**config.mk**
```make
export PLATFORM = sky130hd
export DESIGN_NAME = prog_seq
export DESIGN_NICKNAME = d
export VERILOG_FILES = /design/src/rtl/prog_seq.sv
export SDC_FILE = /design/constraint.sdc
export NUM_CORES = 1
export LEC_CHECK = 0
export CAP_MARGIN = 40
export CORE_AREA = 4 4 88 90
export CTS_CLUSTER_DIAMETER = 120
export DETAILED_ROUTE_END_ITERATION = 8
export DIE_AREA = 0 0 92 94
export PLACE_DENSITY = 0.75
export RECOVER_POWER = 100
export SLEW_MARGIN = 30
export SYNTH_ARGS = -nofsm -noshare
export SYNTH_HDL_FRONTEND = slang
export SYNTH_SLANG_ARGS = --single-unit
```
**constraint.sdc**
```tcl
create_clock -name Clk -period 2.14 [get_ports Clk]
set_input_delay 0.321 -clock Clk [delete_from_list [all_inputs] [get_ports Clk]]
set_output_delay 0.321 -clock Clk [all_outputs]
set_load 0.02 [all_outputs]
```
**src/rtl/prog_seq.sv**
```systemverilog
// Program sequencer: drives the instruction ROM address. Supports next, absolute
// and relative conditional branches, call/return through a return-address stack,
// pipeline stall and a sticky halt. All outputs come straight from registers.
module prog_seq #(
    parameter int unsigned L  = 10,
    parameter int unsigned D  = 4,
    parameter int unsigned OW = 8
) (
    input  logic                   Clk,
    input  logic                   Reset,
    input  logic                   En,
    input  logic                   Stall,
    input  logic [2:0]             Op,
    input  logic                   Cond,
    input  logic [L-1:0]           Target,
    input  logic [OW-1:0]          Offset,
    output logic [L-1:0]           ProgCtr,
    output logic [$clog2(D+1)-1:0] SDepth,
    output logic                   StackErr,
    output logic                   Halted
);

    localparam int unsigned SW = $clog2(D + 1);
    localparam int unsigned IW = (D > 1) ? $clog2(D) : 1;

    typedef enum logic [2:0] {
        OP_NEXT = 3'd0,
        OP_JUMP = 3'd1,
        OP_BREL = 3'd2,
        OP_CALL = 3'd3,
        OP_RET  = 3'd4,
        OP_HALT = 3'd5,
        OP_RSV6 = 3'd6,
        OP_RSV7 = 3'd7
    } op_e;

    typedef enum logic {
        ST_RUN  = 1'b0,
        ST_HALT = 1'b1
    } state_e;

    state_e        state_q, state_d;
    logic [L-1:0]  pc_q, pc_d;
    logic [SW-1:0] depth_q, depth_d;
    logic          err_q, err_d;
    logic          push;
    logic [L-1:0]  stack_q [D];

    op_e           op;
    logic [L-1:0]  pc_inc;
    logic [L-1:0]  off_ext;
    logic [L-1:0]  pc_rel;
    logic [IW-1:0] wr_idx;
    logic [IW-1:0] rd_idx;
    logic [L-1:0]  stack_top;

    // Decoded op and candidate next addresses; wrap modulo 2^L falls out of the L-bit adds.
    assign op        = op_e'(Op);
    assign pc_inc    = pc_q + L'(1);
    assign off_ext   = L'(signed'(Offset));
    assign pc_rel    = pc_q + off_ext;
    assign wr_idx    = IW'(depth_q);
    assign rd_idx    = IW'(depth_q - SW'(1));
    assign stack_top = stack_q[rd_idx];

    // State register: synchronous reset has top priority.
    always_ff @(posedge Clk) begin
        if (Reset) begin
            state_q <= ST_RUN;
            pc_q    <= '0;
            depth_q <= '0;
            err_q   <= 1'b0;
        end else begin
            state_q <= state_d;
            pc_q    <= pc_d;
            depth_q <= depth_d;
            err_q   <= err_d;
        end
    end

    // Return-address storage; contents are don't-care after reset, only depth matters.
    always_ff @(posedge Clk) begin
        if (!Reset && push) begin
            stack_q[wr_idx] <= pc_inc;
        end
    end

    // Next-state logic: disabled, halted or stalled cycles hold everything.
    always_comb begin
        state_d = state_q;
        pc_d    = pc_q;
        depth_d = depth_q;
        err_d   = err_q;
        push    = 1'b0;
        if (En && (state_q == ST_RUN) && !Stall) begin
            case (op)
                OP_JUMP: pc_d = Cond ? Target : pc_inc;
                OP_BREL: pc_d = Cond ? pc_rel : pc_inc;
                OP_CALL: begin
                    if (depth_q < SW'(D)) begin
                        push    = 1'b1;
                        depth_d = depth_q + SW'(1);
                        pc_d    = Target;
                    end else begin
                        err_d = 1'b1;
                    end
                end
                OP_RET: begin
                    if (depth_q != '0) begin
                        pc_d    = stack_top;
                        depth_d = depth_q - SW'(1);
                    end else begin
                        err_d = 1'b1;
                    end
                end
                OP_HALT: state_d = ST_HALT;
                default: pc_d = pc_inc;
            endcase
        end
    end

    assign ProgCtr  = pc_q;
    assign SDepth   = depth_q;
    assign StackErr = err_q;
    assign Halted   = (state_q == ST_HALT);

endmodule

```
# --- After elaboration in Yosys (flattened, before gate mapping) ---
# Memory sizes are Yosys's and may differ from the RTL's.
# Cells that the tools add are included.
# Widths: inputs -> output; s select.
totals:
  latch_bits: 0
  romBits: 0
  word_cells: 48
  n_memories: 1
  reg_bits: 15
  out_inout_bits: 15
  ramBits: 40
  input_bits: 26
memory_table:
  columns: ["memory", "words", "word_bits", "rd", "rd_clocked_by_memory_dff", "write_ports", "line", "text"]
  rows:
  - ["stack_q", 4, 10, 1, 0, 1, "47", "logic [L-1:0] stack_q [D];"]
op_classes:
  muxes: 16
  magnitude_cmp: 1
  mul: 0
  n_eq_ne: 9
  shifts: 0
  n_reduce_logical: 11
  div: 0
  add_sub_neg: 4
  bitwise: 2
op_table:
  columns: ["operator", "n"]
  rows:
  - ["$pmux 10 s5", 1]
  - ["$mux 10", 4]
  - ["$reduce_and 4->1", 3]
  - ["$add 10x1->10 const B", 1]
  - ["$add 10x10->10", 1]
  - ["$ne 2x2->1 const B", 4]
  - ["$mux 1", 7]
  - ["$eq 3x2->1 const B", 2]
  - ["$eq 3x3->1 const B", 2]
  - ["$mux 3", 2]
  - ["$pmux 3 s2", 1]
  - ["$add 3x1->3 const B", 1]
  - ["$eq 3x1->1 const B", 1]
  - ["$logic_and 1x1->1", 3]
  - ["$lt 3x3->1 const B", 1]
  - ["$reduce_bool 3->1", 1]
  - ["$sub 3x1->3 const B", 1]
  - ["$logic_not 1->1", 2]
  - ["$not 1->1", 2]
  - ["$pmux 1 s2", 1]
  - ["$reduce_and 2->1", 1]
  - ["$reduce_bool 2->1", 1]

# --- Longest topological paths before layout ---
depth:
  ltp_word: 7
  mapped_depth: 10
  ltp_nobuf: 9

# --- Worst setup path after synthesis ---
# Ideal clock, no wire load.
synth_path:
  path_type: "reg-to-reg"
  from: "reg pc_q[0], in the netlist ProgCtr[0]"
  to: "reg pc_q[6], in the netlist ProgCtr[6]"
  stages_incl_launch_ff: 10
  synth_period_minus_slack_ns: 2.356
  t_required_ns: 2.037
  path_slack_ns: -0.216
  arrival_ns: 2.253
  n_path_buf: 0
  setup_ns: 0.103
  path_cell_list: "dfxtp_1 ha_1 inv_1 fa_1 nor2b_1 o2111ai_1 and4_1 o21ai_0 a21oi_1 a2111oi_2"
synth_via:
  elab_chain_cells: 3
  elab_cells_between_ends: 5
  cone_classes: "2 x add/sub; 3 x mux"
synth_lines:
  columns: ["element", "line", "text"]
  rows:
  - ["start: declaration", "43", "logic [L-1:0] pc_q, pc_d;"]
  - ["start signal: assignment", "75", "pc_q <= pc_d;"]
  - ["$add 10x1->10 or $add 10x10->10 (tied branches)", "59, 61", null]
  - ["$mux 10 (on tied branches)", "98, 97", null]
  - ["$pmux 10 s5 (*)", "96", "case (op)"]
# Every way passes the cells marked *; elsewhere a longest branch is shown, timed or not.
# A chain may end at the register's enable or synchronous reset.

# --- Worst setup path in the final report ---
layout_path:
  from: "in Offset[4]"
  to: "reg pc_q[5], in the netlist ProgCtr[5]"
layout_via:
  elab_chain_cells: 3
layout_lines:
  columns: ["element", "line", "text"]
  rows:
  - ["start: declaration", "16", "input logic [OW-1:0] Offset,"]
  - ["$add 10x10->10", "61", "assign pc_rel = pc_q + off_ext;"]
  - ["$mux 10", "98", "OP_BREL: pc_d = Cond ? pc_rel : pc_inc;"]
  - ["$pmux 10 s5", "96", null]
# Every way passes these cells.

==> impl_metrics.env <==
export IMPL_status="finished, final reports clean"
export IMPL_worstMarginPinSlew_ns=0.497
export IMPL_setup_viol_count_final=0
export IMPL_core_area_mm2=0.00706
export IMPL_relSlewSlack=0.666
export IMPL_yosys_warnings=0
export IMPL_drt_total_wl_um=9630
export IMPL_clk_latency_ns=0.30
export IMPL_clock_path_buffers=2
export IMPL_setup_slack_ns=0.0463
export IMPL_antenna_left=0
export IMPL_grt_antenna_before_repair=0
export IMPL_slew_viol_final=0
export IMPL_grt_max_degree=19
export IMPL_p_per_area_mw_per_mm2=501
export IMPL_syn_area_per_cell_um2=10.5
export IMPL_grt_use_total=0.227
export IMPL_port_buffers=40
export IMPL_fin_setup_tns_ns=0
export IMPL_critical_path_required_ns=2.34
export IMPL_fmax_mhz=478
export IMPL_synthCells=326
export IMPL_gp_congestion=0.921
export IMPL_startpoint_type="input port"
export IMPL_grt_overflow_total=0
export IMPL_grt_pass1_wl_um=15200
export IMPL_timing_hold_ws_ns=0.480
export IMPL_die_height_um=94
export IMPL_hp_class="reg -> reg"
export IMPL_finalCriticalPeriod_ns=2.09
export IMPL_power_frac_clock=0.253
export IMPL_die_area_mm2=0.00865
export IMPL_root_buffer="clkbuf_8"
export IMPL_ir_drop_mv=0.284
export IMPL_area_growth_syn_to_layout_pct=34.6
export IMPL_wl_per_cell_um=18.0
export IMPL_cts_tree="yes"
export IMPL_vias_per_cell=5.82
export IMPL_worstPathMaxFanout=6
export IMPL_p_seq_frac=0.507
export IMPL_die_x_um=92
export IMPL_crit_arrival_ns=2.29
export IMPL_ys_async_sr_fraction=0
export IMPL_vias=3106
export IMPL_dr_pass1_iters=5
export IMPL_num_rows=31
export IMPL_num_antenna_cells=0
export IMPL_synth_seq_cells=55
export IMPL_yosysTopAreaCell="edfxtp_1"
export IMPL_dpl_hpwl_um=7320
export IMPL_drt_first_iter_violations=319
export IMPL_synth_top_flop_cell="edfxtp_1"
export IMPL_synth_seq_area_share=0.438
export IMPL_power_internal_mw=1.66
export IMPL_r2r_cells=11
export IMPL_place_ws_ns=-0.519
export IMPL_ctsHtreeMaxLevel=2
export IMPL_drc=0
export IMPL_total_leakage_power_nw=1.79
export IMPL_synth_area_leaders="edfxtp_1, dfxtp_1, mux4_2"
export IMPL_final_layout_size_suffix_gt1_frac=0.267
export IMPL_cts_clk_slew_worst_paths_ns=0.10
export IMPL_timing_hold_violations_final=0
export IMPL_min_path_cells=2
export IMPL_netlist_area_mm2=0.00342
export IMPL_top_level_ports=41
export IMPL_maxCapViolations=0
export IMPL_synth_top_area_share=0.351
export IMPL_end_kind="flip-flop"
export IMPL_p_sw_frac=0.279
export IMPL_syn_num_nets=368
export IMPL_power_mw=2.31
export IMPL_power_frac_comb=0.239
export IMPL_nets=476
export IMPL_synth_edf_count=40
export IMPL_fin_skew_ns=0.0108
export IMPL_p_sw_mw=0.644
export IMPL_clock_sinks=55
export IMPL_fin_crit_sh=0.978
export IMPL_cts_inserted_buffers=5
export IMPL_ys_types=62
export IMPL_hold_buffers=0
export IMPL_crit_type="in -> reg"
export IMPL_first_global_vias=2936
export IMPL_start_util=0.485
[cell usage after synthesis, types with 8 or more instances]
| library cell | count |
|---|---|
| nand3_1 | 12 |
| ha_1 | 15 |
| inv_1 | 15 |
| a21oi_1 | 21 |
| nor2_1 | 29 |
| xnor2_1 | 15 |
| o21ai_0 | 10 |
| mux4_2 | 10 |
| buf_2 | 9 |
| nor3_1 | 8 |
| dfxtp_1 | 15 |
| nand2_1 | 13 |
| edfxtp_1 | 40 |
| o21ai_1 | 8 |
[sequential cells by signal, indices dropped and copies added, names as in the netlist]
register / flops
StackErr: 1
SDepth: 3
Halted: 1
ProgCtr: 10
stack_q: 40
[worst max-delay path, stage by stage]
cell	delay [ns]
clkdlybuf4s50_1	0.45
ha_4	0.32
nand3_1	0.07
o211ai_1	0.26
buf_4	0.16
buf_4	0.10
nor2_1	0.04
xor2_1	0.17
a31oi_1	0.11
o31a_1	0.28
[per-stage QoR]
step / cells / util / area, µm²
floorplan: 326 / - / 3440
global placement: 520 / 0.630 / 4450
detailed placement: 520 / 0.630 / 4450
CTS: 532 / 0.655 / 4630
global route: 534 / 0.653 / 4610
finish: 534 / 0.653 / 4610
[cells by family (layout without fill, tap and decap cells)]
group,Yosys count,in the layout,synth area share
adder cells (fa/ha/maj),16,16,0.0607
buffers and inverters,33,142,0.0438
AND/OR/NAND/NOR,98,98,0.150
XOR/XNOR,20,20,0.0512
flip-flops,55,55,0.438
AO/OA/AOI/OAI,93,93,0.187
multiplexers,11,11,0.0687
[power by group through the flow]
stage | Sequential [mW] | Combinational, mW | Clock, mW
detailed placement | 1.19 | 0.517 | 0
global placement | 1.19 | 0.512 | 0
CTS | 1.17 | 0.535 | 0.603
finish | 1.17 | 0.552 | 0.585
global route | 1.17 | 0.595 | 0.648
floorplan | 1.21 | 0.255 | 0
[path summary, 6_finish.rpt]
kind | from | end | slack [ns]
max | Offset[4] | ProgCtr[5]$_SDFFE_PP0P_ | 0.05
min | StackErr$_SDFFE_PP0P_ | StackErr$_SDFFE_PP0P_ | 0.48
max reg2reg | ProgCtr[0]$_SDFFE_PP0P_ | ProgCtr[2]$_SDFFE_PP0P_ | 0.05
min reg2reg | StackErr$_SDFFE_PP0P_ | StackErr$_SDFFE_PP0P_ | 0.48
[cell type report]
class / count / area (µm²)
clock inverter: 3 / 23.8
timing repair buffer: 116 / 940
sequential: 55 / 1510
tap: 99 / 124
multi-input combinational: 238 / 1880
inverter: 18 / 67.6
clock buffer: 5 / 68.8
fill: 574 / 2450
[per-layer routing]
layer	track usage	up-vias	share of wire
met3	0.0337	16	0.067
met1	0.309	1488	0.42
met5	0	-	0
met4	0.0656	0	0.020
li1	-	1462	-
met2	0.377	140	0.49
[timing repair]
item / CTS / global route
setup buffers: 4 / 3
setup endpoints to repair: 3 / 7
pin swaps: 12 / 10
gates resized for setup: 14 / 13
hold endpoints to repair: 0 / 0
[layout by cell type, fill, tap and decap left out, types with 3 or more instances in the layout]
master and count:
clkbuf_2 5, dfxtp_2 4, o21ai_0 9, o211ai_1 5
dlygate4sd3_1 15, a211oi_1 5, clkdlybuf4s50_1 22, nor2_1 29
nor2b_1 4, a21oi_1 20, a22oi_1 3, and2_0 4
ha_4 6, xnor2_1 15, nand2_1 13, inv_1 14
clkbuf_8 5, inv_2 4, clkbuf_1 5, a21o_1 4
xor2_1 5, nand2b_1 4, a31oi_1 5, and3_1 5
nor3_1 9, o21ai_1 8, o22ai_1 5, buf_4 65
dfxtp_1 10, and4_1 4, mux4_2 10, ha_1 9
edfxtp_1 40, nand3_1 13, nand4_1 3
Note: power is estimated with default switching activity, not from simulation.
